--- src/rtl/snake_pkg.sv ---
// -----------------------------------------------------------------------------
// snake_pkg
// Shared types and constants for the snake body controller slice.
//   dir_t        : 2-bit segment direction (UP, RIGHT, DOWN, LEFT)
//   SNAKE_DEPTH  : default ring depth (must match the external shift register)
//   len_t/slot_t : body-length and ring-slot widths for the default depth
// -----------------------------------------------------------------------------
package snake_pkg;

  typedef enum logic [1:0] {
    UP    = 2'd0,
    RIGHT = 2'd1,
    DOWN  = 2'd2,
    LEFT  = 2'd3
  } dir_t;

  localparam int SNAKE_DEPTH  = 234;

  // Length counts 0..DEPTH inclusive, so it needs one more code than a slot.
  localparam int SNAKE_LEN_W  = $clog2(SNAKE_DEPTH + 1);
  localparam int SNAKE_SLOT_W = $clog2(SNAKE_DEPTH);

  typedef logic [SNAKE_LEN_W-1:0]  len_t;
  typedef logic [SNAKE_SLOT_W-1:0] slot_t;

endpackage : snake_pkg

--- src/rtl/snake_ring_cursor.sv ---
// -----------------------------------------------------------------------------
// snake_ring_cursor
// Free-running mod-DEPTH counter. It tracks which ring slot is currently
// presented at the shift-register output.
// Ports:
//   clk    in   clock
//   rst_n  in   synchronous reset, active-low (phase -> 0)
//   clr    in   synchronous clear (phase -> 0 on the next edge)
//   phase  out  current slot number, 0..DEPTH-1
//   wrap   out  high while phase == DEPTH-1 (last slot of the revolution)
// DEPTH must be at least 2.
// -----------------------------------------------------------------------------
module snake_ring_cursor
  import snake_pkg::*;
#(
  parameter int  DEPTH = SNAKE_DEPTH,
  localparam int W     = $clog2(DEPTH)
) (
  input  logic         clk,
  input  logic         rst_n,
  input  logic         clr,
  output logic [W-1:0] phase,
  output logic         wrap
);

  logic [W-1:0] phase_q;
  logic [W-1:0] phase_d;

  always_comb begin
    wrap = (phase_q == W'(DEPTH - 1));
    if (clr || wrap) begin
      phase_d = '0;
    end else begin
      phase_d = phase_q + W'(1);
    end
  end

  always_ff @(posedge clk) begin
    if (!rst_n) begin
      phase_q <= '0;
    end else begin
      phase_q <= phase_d;
    end
  end

  assign phase = phase_q;

endmodule : snake_ring_cursor

--- src/rtl/snake_body_ctrl.sv ---
// -----------------------------------------------------------------------------
// snake_body_ctrl
// Upstream controller for a free-running DEPTH-stage 2-bit shift register that
// holds the snake body. The register has no enable, so sr_out is fed back to
// sr_in every cycle and the register behaves as a DEPTH-slot ring. A game step
// writes the new head direction into the slot just ahead of the current head.
//
// Build option: define SNAKE_BODY_STREAM_EN to drive the seg_* stream ports;
// without it those ports are tied to zero.
//
// Ports:
//   clk        in   clock
//   rst_n      in   synchronous reset, active-low
//   step       in   one-cycle request to advance the snake (honoured in IDLE)
//   grow       in   sampled with step: keep the tail (length +1)
//   head_dir   in   sampled with step: direction of the new head segment
//   sr_out     in   last stage of the shift register (ring slot == phase)
//   sr_in      out  first stage of the shift register
//   busy       out  init or step in progress; step is dropped while high
//   done       out  one-cycle pulse when the new head is written
//   full       out  len == DEPTH
//   len        out  current body length
//   tail_dir   out  direction held in the tail segment (refreshed once per lap)
//   seg_valid  out  sr_out holds a live body segment        (stream build)
//   seg_idx    out  segment index at sr_out, 0 = head        (stream build)
//   seg_dir    out  copy of sr_out                           (stream build)
// -----------------------------------------------------------------------------
module snake_body_ctrl
  import snake_pkg::*;
#(
  parameter int   DEPTH    = SNAKE_DEPTH,
  parameter int   INIT_LEN = 3,
  parameter dir_t INIT_DIR = RIGHT,
  localparam int  LEN_W    = $clog2(DEPTH + 1),
  localparam int  SLOT_W   = $clog2(DEPTH)
) (
  input  logic              clk,
  input  logic              rst_n,
  input  logic              step,
  input  logic              grow,
  input  logic [1:0]        head_dir,
  input  logic [1:0]        sr_out,
  output logic [1:0]        sr_in,
  output logic              busy,
  output logic              done,
  output logic              full,
  output logic [LEN_W-1:0]  len,
  output logic [1:0]        tail_dir,
  output logic              seg_valid,
  output logic [SLOT_W-1:0] seg_idx,
  output logic [1:0]        seg_dir
);

  // WRITE is never stored: it is the WAIT cycle in which the cursor reaches
  // the free slot, so the write and the done pulse happen in that same cycle.
  localparam logic [1:0] ST_INIT  = 2'd0;
  localparam logic [1:0] ST_IDLE  = 2'd1;
  localparam logic [1:0] ST_WAIT  = 2'd2;
  localparam logic [1:0] ST_WRITE = 2'd3;

  logic [1:0]        state_q,     state_d;
  logic [SLOT_W-1:0] head_slot_q, head_slot_d;
  logic [LEN_W-1:0]  len_q,       len_d;
  logic [1:0]        tail_dir_q,  tail_dir_d;
  logic              grow_q,      grow_d;
  logic [1:0]        dir_q,       dir_d;

  logic [SLOT_W-1:0] phase;
  logic              wrap;
  logic [SLOT_W-1:0] idx;
  logic [SLOT_W-1:0] w_slot;
  logic              tail_hit;
  logic [1:0]        st_eff;

  snake_ring_cursor #(
    .DEPTH (DEPTH)
  ) u_cursor (
    .clk   (clk),
    .rst_n (rst_n),
    .clr   (1'b0),
    .phase (phase),
    .wrap  (wrap)
  );

  assign full = (len_q == LEN_W'(DEPTH));

  // Ring geometry relative to the current head.
  always_comb begin
    // (phase - head) mod DEPTH; the true result is always below DEPTH, so
    // plain SLOT_W-bit wrap-around arithmetic gives the right answer.
    if (phase >= head_slot_q) begin
      idx = phase - head_slot_q;
    end else begin
      idx = phase - head_slot_q + SLOT_W'(DEPTH);
    end

    // The free slot just ahead of the head: (head - 1) mod DEPTH.
    if (head_slot_q == '0) begin
      w_slot = SLOT_W'(DEPTH - 1);
    end else begin
      w_slot = head_slot_q - SLOT_W'(1);
    end

    tail_hit = (LEN_W'(idx) == (len_q - LEN_W'(1)));
  end

  always_comb begin
    st_eff = state_q;
    if ((state_q == ST_WAIT) && (phase == w_slot)) begin
      st_eff = ST_WRITE;
    end
  end

  always_comb begin
    state_d     = state_q;
    head_slot_d = head_slot_q;
    len_d       = len_q;
    tail_dir_d  = tail_dir_q;
    grow_d      = grow_q;
    dir_d       = dir_q;
    sr_in       = sr_out;
    done        = 1'b0;

    case (st_eff)
      ST_INIT: begin
        // Phase starts at 0 after reset, so one full lap fills every slot.
        sr_in = INIT_DIR;
        if (wrap) begin
          state_d = ST_IDLE;
        end
      end
      ST_IDLE: begin
        if (step) begin
          // A grow request on a full ring degrades to a plain move.
          grow_d  = grow & ~full;
          dir_d   = head_dir;
          state_d = ST_WAIT;
        end
      end
      ST_WAIT: begin
        // Recirculate until the cursor reaches the free slot.
      end
      ST_WRITE: begin
        // Without grow the old tail slot simply drops out of the live range;
        // when full that slot is w_slot itself and gets overwritten here.
        sr_in       = dir_q;
        head_slot_d = w_slot;
        len_d       = len_q + LEN_W'(grow_q);
        done        = 1'b1;
        state_d     = ST_IDLE;
      end
      default: begin
        state_d = ST_INIT;
      end
    endcase

    // Ring contents are unknown until the init lap has written them, so the
    // reset value of tail_dir is kept until the ring is valid.
    if ((state_q != ST_INIT) && tail_hit) begin
      tail_dir_d = sr_out;
    end
  end

  always_ff @(posedge clk) begin
    if (!rst_n) begin
      state_q     <= ST_INIT;
      head_slot_q <= '0;
      len_q       <= LEN_W'(INIT_LEN);
      tail_dir_q  <= INIT_DIR;
      grow_q      <= 1'b0;
      dir_q       <= INIT_DIR;
    end else begin
      state_q     <= state_d;
      head_slot_q <= head_slot_d;
      len_q       <= len_d;
      tail_dir_q  <= tail_dir_d;
      grow_q      <= grow_d;
      dir_q       <= dir_d;
    end
  end

  assign busy     = (state_q != ST_IDLE);
  assign len      = len_q;
  assign tail_dir = tail_dir_q;

`ifdef SNAKE_BODY_STREAM_EN
  always_comb begin
    seg_valid = (state_q != ST_INIT) && (LEN_W'(idx) < len_q);
    seg_idx   = idx;
    seg_dir   = sr_out;
  end
`else
  assign seg_valid = 1'b0;
  assign seg_idx   = '0;
  assign seg_dir   = 2'd0;
`endif

endmodule : snake_body_ctrl

--- config.mk ---
export PLATFORM = sky130hd
export DESIGN_NAME = snake_body_ctrl
export DESIGN_NICKNAME = d
export VERILOG_FILES = /design/src/rtl/snake_pkg.sv /design/src/rtl/snake_ring_cursor.sv /design/src/rtl/snake_body_ctrl.sv
export SDC_FILE = /design/constraint.sdc
export NUM_CORES = 1
export LEC_CHECK = 0
export BUFFER_PORTS_ARGS = -buffer_cell sky130_fd_sc_hd__clkbuf_2
export CAP_MARGIN = 20
export CORE_MARGIN = 2
export CORE_UTILIZATION = 54
export CTS_CLUSTER_DIAMETER = 40
export DETAILED_ROUTE_END_ITERATION = 7
export PLACE_DENSITY = 0.84
export SYNTH_ARGS = -nofsm -noshare
export SYNTH_HDL_FRONTEND = slang
export SYNTH_SLANG_ARGS = --single-unit
--- constraint.sdc ---
create_clock -name clk -period 6.35 [get_ports clk]
set_clock_uncertainty 0.2 [all_clocks]
set_input_delay 0 -clock clk [delete_from_list [all_inputs] [get_ports clk]]
set_output_delay 0 -clock clk [all_outputs]
set_load 0.05 [all_outputs]
==> flow_summary.json <==
{
  "status": "complete, no violations",
  "timing.final.crit_share_pct": 64.2,
  "switching_power_uw": 127,
  "cts-resized-gates": 0,
  "vias": 2596,
  "hold_violations": 0,
  "ant_nets": 0,
  "r2r_start": "u_cursor.phase[0]",
  "ir_drop_mv": 0.119,
  "grt_pass1_wl_um": 11800,
  "final_cells": 441,
  "grt_usage_pct": 24.5,
  "maxSlewViolCount": 0,
  "portBuffers": 22,
  "worstHoldStart": "tail_dir[1]",
  "power_frac_clock_pct": 42.0,
  "maxCapViolations": 0,
  "via_per_inst": 5.89,
  "die_w_um": 76.2,
  "die_y_um": 76.2,
  "nNetsFinal": 396,
  "cts_sinks": 31,
  "avgSynthCellArea_um2": 8.02,
  "synth_seq_cells": 31,
  "drc": 0,
  "antenna_found_initial": 0,
  "wl_um": 6810,
  "synth.distinct_cells": 63,
  "synth_edf_count": 0,
  "gp_congestion": 0.891,
  "place_area_um2": 2870,
  "synthArstFlopShare_pct": 0,
  "die-area_um2": 5800,
  "syn_area_um2": 2810,
  "cts-root-buf": "clkbuf_8",
  "r2r_end": "tail_dir[0]",
  "timing.hold.worst_endpoint": "tail_dir[1]",
  "fmax_ghz": 0.245,
  "register_area_um2": 621,
  "dp_cells": 424,
  "synth_top_family_by_area": "simple AND/OR/NAND/NOR gates",
  "p_sw_share_pct": 26.6,
  "internal_power_uw": 351,
  "comb_power_share_pct": 16.0,
  "setup_viol": 0,
  "grt_max_degree": 23,
  "tns_ns": 0,
  "worstPathRequired_ns": 6.15,
  "stdcell_area_um2": 3080,
  "clk_latency_ns": 0.28,
  "hp-class": "flip-flop to flip-flop",
  "synth-seq-area-share_pct": 22.1,
  "io_pins": 34,
  "cts.clk_slew.worst_paths_ns": 0.07,
  "relSlewSlack_pct": 50.1,
  "tightestPinTransition_ns": 0.747,
  "hold_ws_ns": 0.272,
  "wl_per_cell_um": 15.4,
  "multi_input_area_um2": 1970,
  "yosys.area_share.simple_pct": 24.5,
  "final_core_util_pct": 60.6,
  "reg2regPathDepth": 13,
  "fin_crit_ns": 4.08,
  "critPathArrivalTime_ns": 3.88,
  "reg2reg_slack_ns": 2.45,
  "n_fill_cell": 440,
  "holdPathStages": 2,
  "leakagePower_nw": 1.24,
  "post_synth_xor_area_fraction_pct": 10.9,
  "start_util_pct": 55.4,
  "endpoint_kind": "output pin",
  "cts.path.max_buffers": 2,
  "num_rows": 26,
  "syn_inst": 351,
  "sequentialPowerShare_pct": 41.9,
  "htreeDepth": 2,
  "ys_warn_count": 0,
  "drive_gt1_share_pct": 11.6,
  "area_delta_synth_final_pct": 9.34,
  "dp_hpwl_um": 4930,
  "diodes": 0,
  "crit_type": "flip-flop to output pin",
  "synthAdderAreaFrac_pct": 8.27,
  "cts_tree": "yes",
  "core_area_um2": 5070,
  "yosys-mux-area-fraction_pct": 3.60,
  "first_pass_iters": 4,
  "rsz0062_at_grt": "no",
  "cts_buffers": 5,
  "synth-main-ff-cell": "dfxtp_1",
  "grt-ovfl-total": 0,
  "cp-start-kind": "flip-flop",
  "power.density_nw_per_um2": 155,
  "cp_max_fo": 22,
  "drtIter0Drc": 134,
  "grt_pass1_vias": 2458,
  "synth_compound_area_share_pct": 21.3
}
==> through the flow <==
stage          total power, mW  setup slack, ns
2_1_floorplan            0.269             2.73
3_3_place_gp             0.275             2.58
3_5_place_dp             0.277             2.49
4_1_cts                  0.480             2.31
5_1_grt                  0.499             2.02
6_report                 0.478             2.27
==> cells by family (layout without fill, tap and decap cells) <==
family,count (synthesis),in the layout
xor gates and xnor gates,32,32
muxes,10,10
AOI/OAI and AO/OA,79,79
and+or+nand+nor,130,130
adders and majority gates,18,18
other,1,11
DFF,31,31
buffers and inverters,50,60
==> layout by cell type, fill, tap and decap left out, types with 2 or more instances in the layout <==
cell           instances
nand4_1                7
clkbuf_8               6
o211ai_1               7
mux2i_1                9
a2111oi_0              4
a211oi_1               3
a21o_1                 5
nand2_1               28
dfxtp_1               31
a21oi_1               17
a211o_1                3
nor3_1                 8
o21ai_0               14
o21a_1                 3
nor3b_1                3
ha_1                  17
conb_1                11
xor2_1                 9
nand2b_1               6
inv_1                 20
and3_1                 7
o31ai_1                2
xnor3_1                2
or3_1                  3
a31o_2                 2
clkbuf_2              22
nor2b_1                4
xnor2_1               21
nor2_1                35
nand3_1               15
dlygate4sd3_1          9
nor4_1                 3
o211a_1                2
a31oi_1                4
==> worst max-delay path by stage <==
stage                            from     endpoint  slack, ns  cells past startpoint
floorplan              head_slot_q[0]     sr_in[1]       2.73                     12
global placement    u_cursor.phase[0]  tail_dir[0]       2.58                     13
CTS                    head_slot_q[0]     sr_in[0]       2.31                     11
finish                 head_slot_q[0]     sr_in[0]       2.27                     11
global route           head_slot_q[0]     sr_in[0]       2.02                     11
detailed placement  u_cursor.phase[0]  tail_dir[1]       2.49                     13
==> synth_stat cells (all sizes together) (3+ instances only) <==
| cell | instances | area [µm²] |
|---|---|---|
| a2111oi | 5 | 62.6 |
| a211o | 3 | 26.3 |
| a211oi | 3 | 22.5 |
| a21o | 5 | 37.5 |
| a21oi | 17 | 85.1 |
| a31oi | 4 | 25.0 |
| and3 | 7 | 43.8 |
| buf | 18 | 138 |
| clkbuf | 11 | 42.5 |
| dfxtp | 31 | 621 |
| ha | 17 | 213 |
| inv | 21 | 78.8 |
| mux2i | 9 | 90.1 |
| nand2 | 28 | 105 |
| nand2b | 6 | 37.5 |
| nand3 | 15 | 75.1 |
| nand4 | 8 | 65.1 |
| nor2 | 35 | 131 |
| nor2b | 4 | 25.0 |
| nor3 | 8 | 40.0 |
| nor3b | 4 | 35.0 |
| nor4 | 5 | 52.6 |
| o211ai | 8 | 73.8 |
| o21a | 3 | 22.5 |
| o21ai | 14 | 70.1 |
| or3 | 3 | 18.8 |
| xnor2 | 21 | 184 |
| xor2 | 9 | 78.8 |
==> worst max-delay path, stage by stage (launching register included) <==
cell and delay (ns):
dfxtp_1 0.49, inv_1 0.12, ha_1 0.24, nor2b_1 0.18
and3_1 0.31, or3_1 0.46, a221oi_2 0.36, nand4_4 0.22
nand2_1 0.62, mux2i_1 0.24, o21ai_0 0.10, clkbuf_2 0.25
==> per-layer routing <==
metal | track usage (%) | wire [µm] | up-vias
li1 | - | - | 1271
met1 | 32.7 | 3000 | 1213
met2 | 40.0 | 3220 | 95
met3 | 2.25 | 390 | 17
met4 | 12.0 | 200 | 0
met5 | 0 | 0 | -
==> layout make-up <==
cell class / count / area share, %
multi-input cells: 280 / 64.1
flip-flops and latches: 31 / 20.2
repair buffers: 31 / 6.51
well taps: 70 / 2.85
clock buffers: 6 / 2.68
inverters: 21 / 2.56
clock inverters: 2 / 1.14
==> power groups by stage <==
stage,combinational [mW],sequential [mW],clock [mW]
4_1_cts,0.0755,0.200,0.204
3_5_place_dp,0.0717,0.205,0
3_3_place_gp,0.0703,0.205,0
5_1_grt,0.0839,0.201,0.214
6_report,0.0767,0.200,0.201
2_1_floorplan,0.0659,0.203,0
==> timing repair <==
action                    4_1_cts  5_1_grt
buffers inserted                0        0
hold endpoints to repair        7        0
hold buffers                    9        0
==> state kept, by name, summed over array words and instances, names as in the netlist <==
register,cells
state_q,2
u_cursor.phase,8
tail_dir,2
len,8
grow_q,1
dir_q,2
head_slot_q,8
Power figures use the tool's default switching activity.
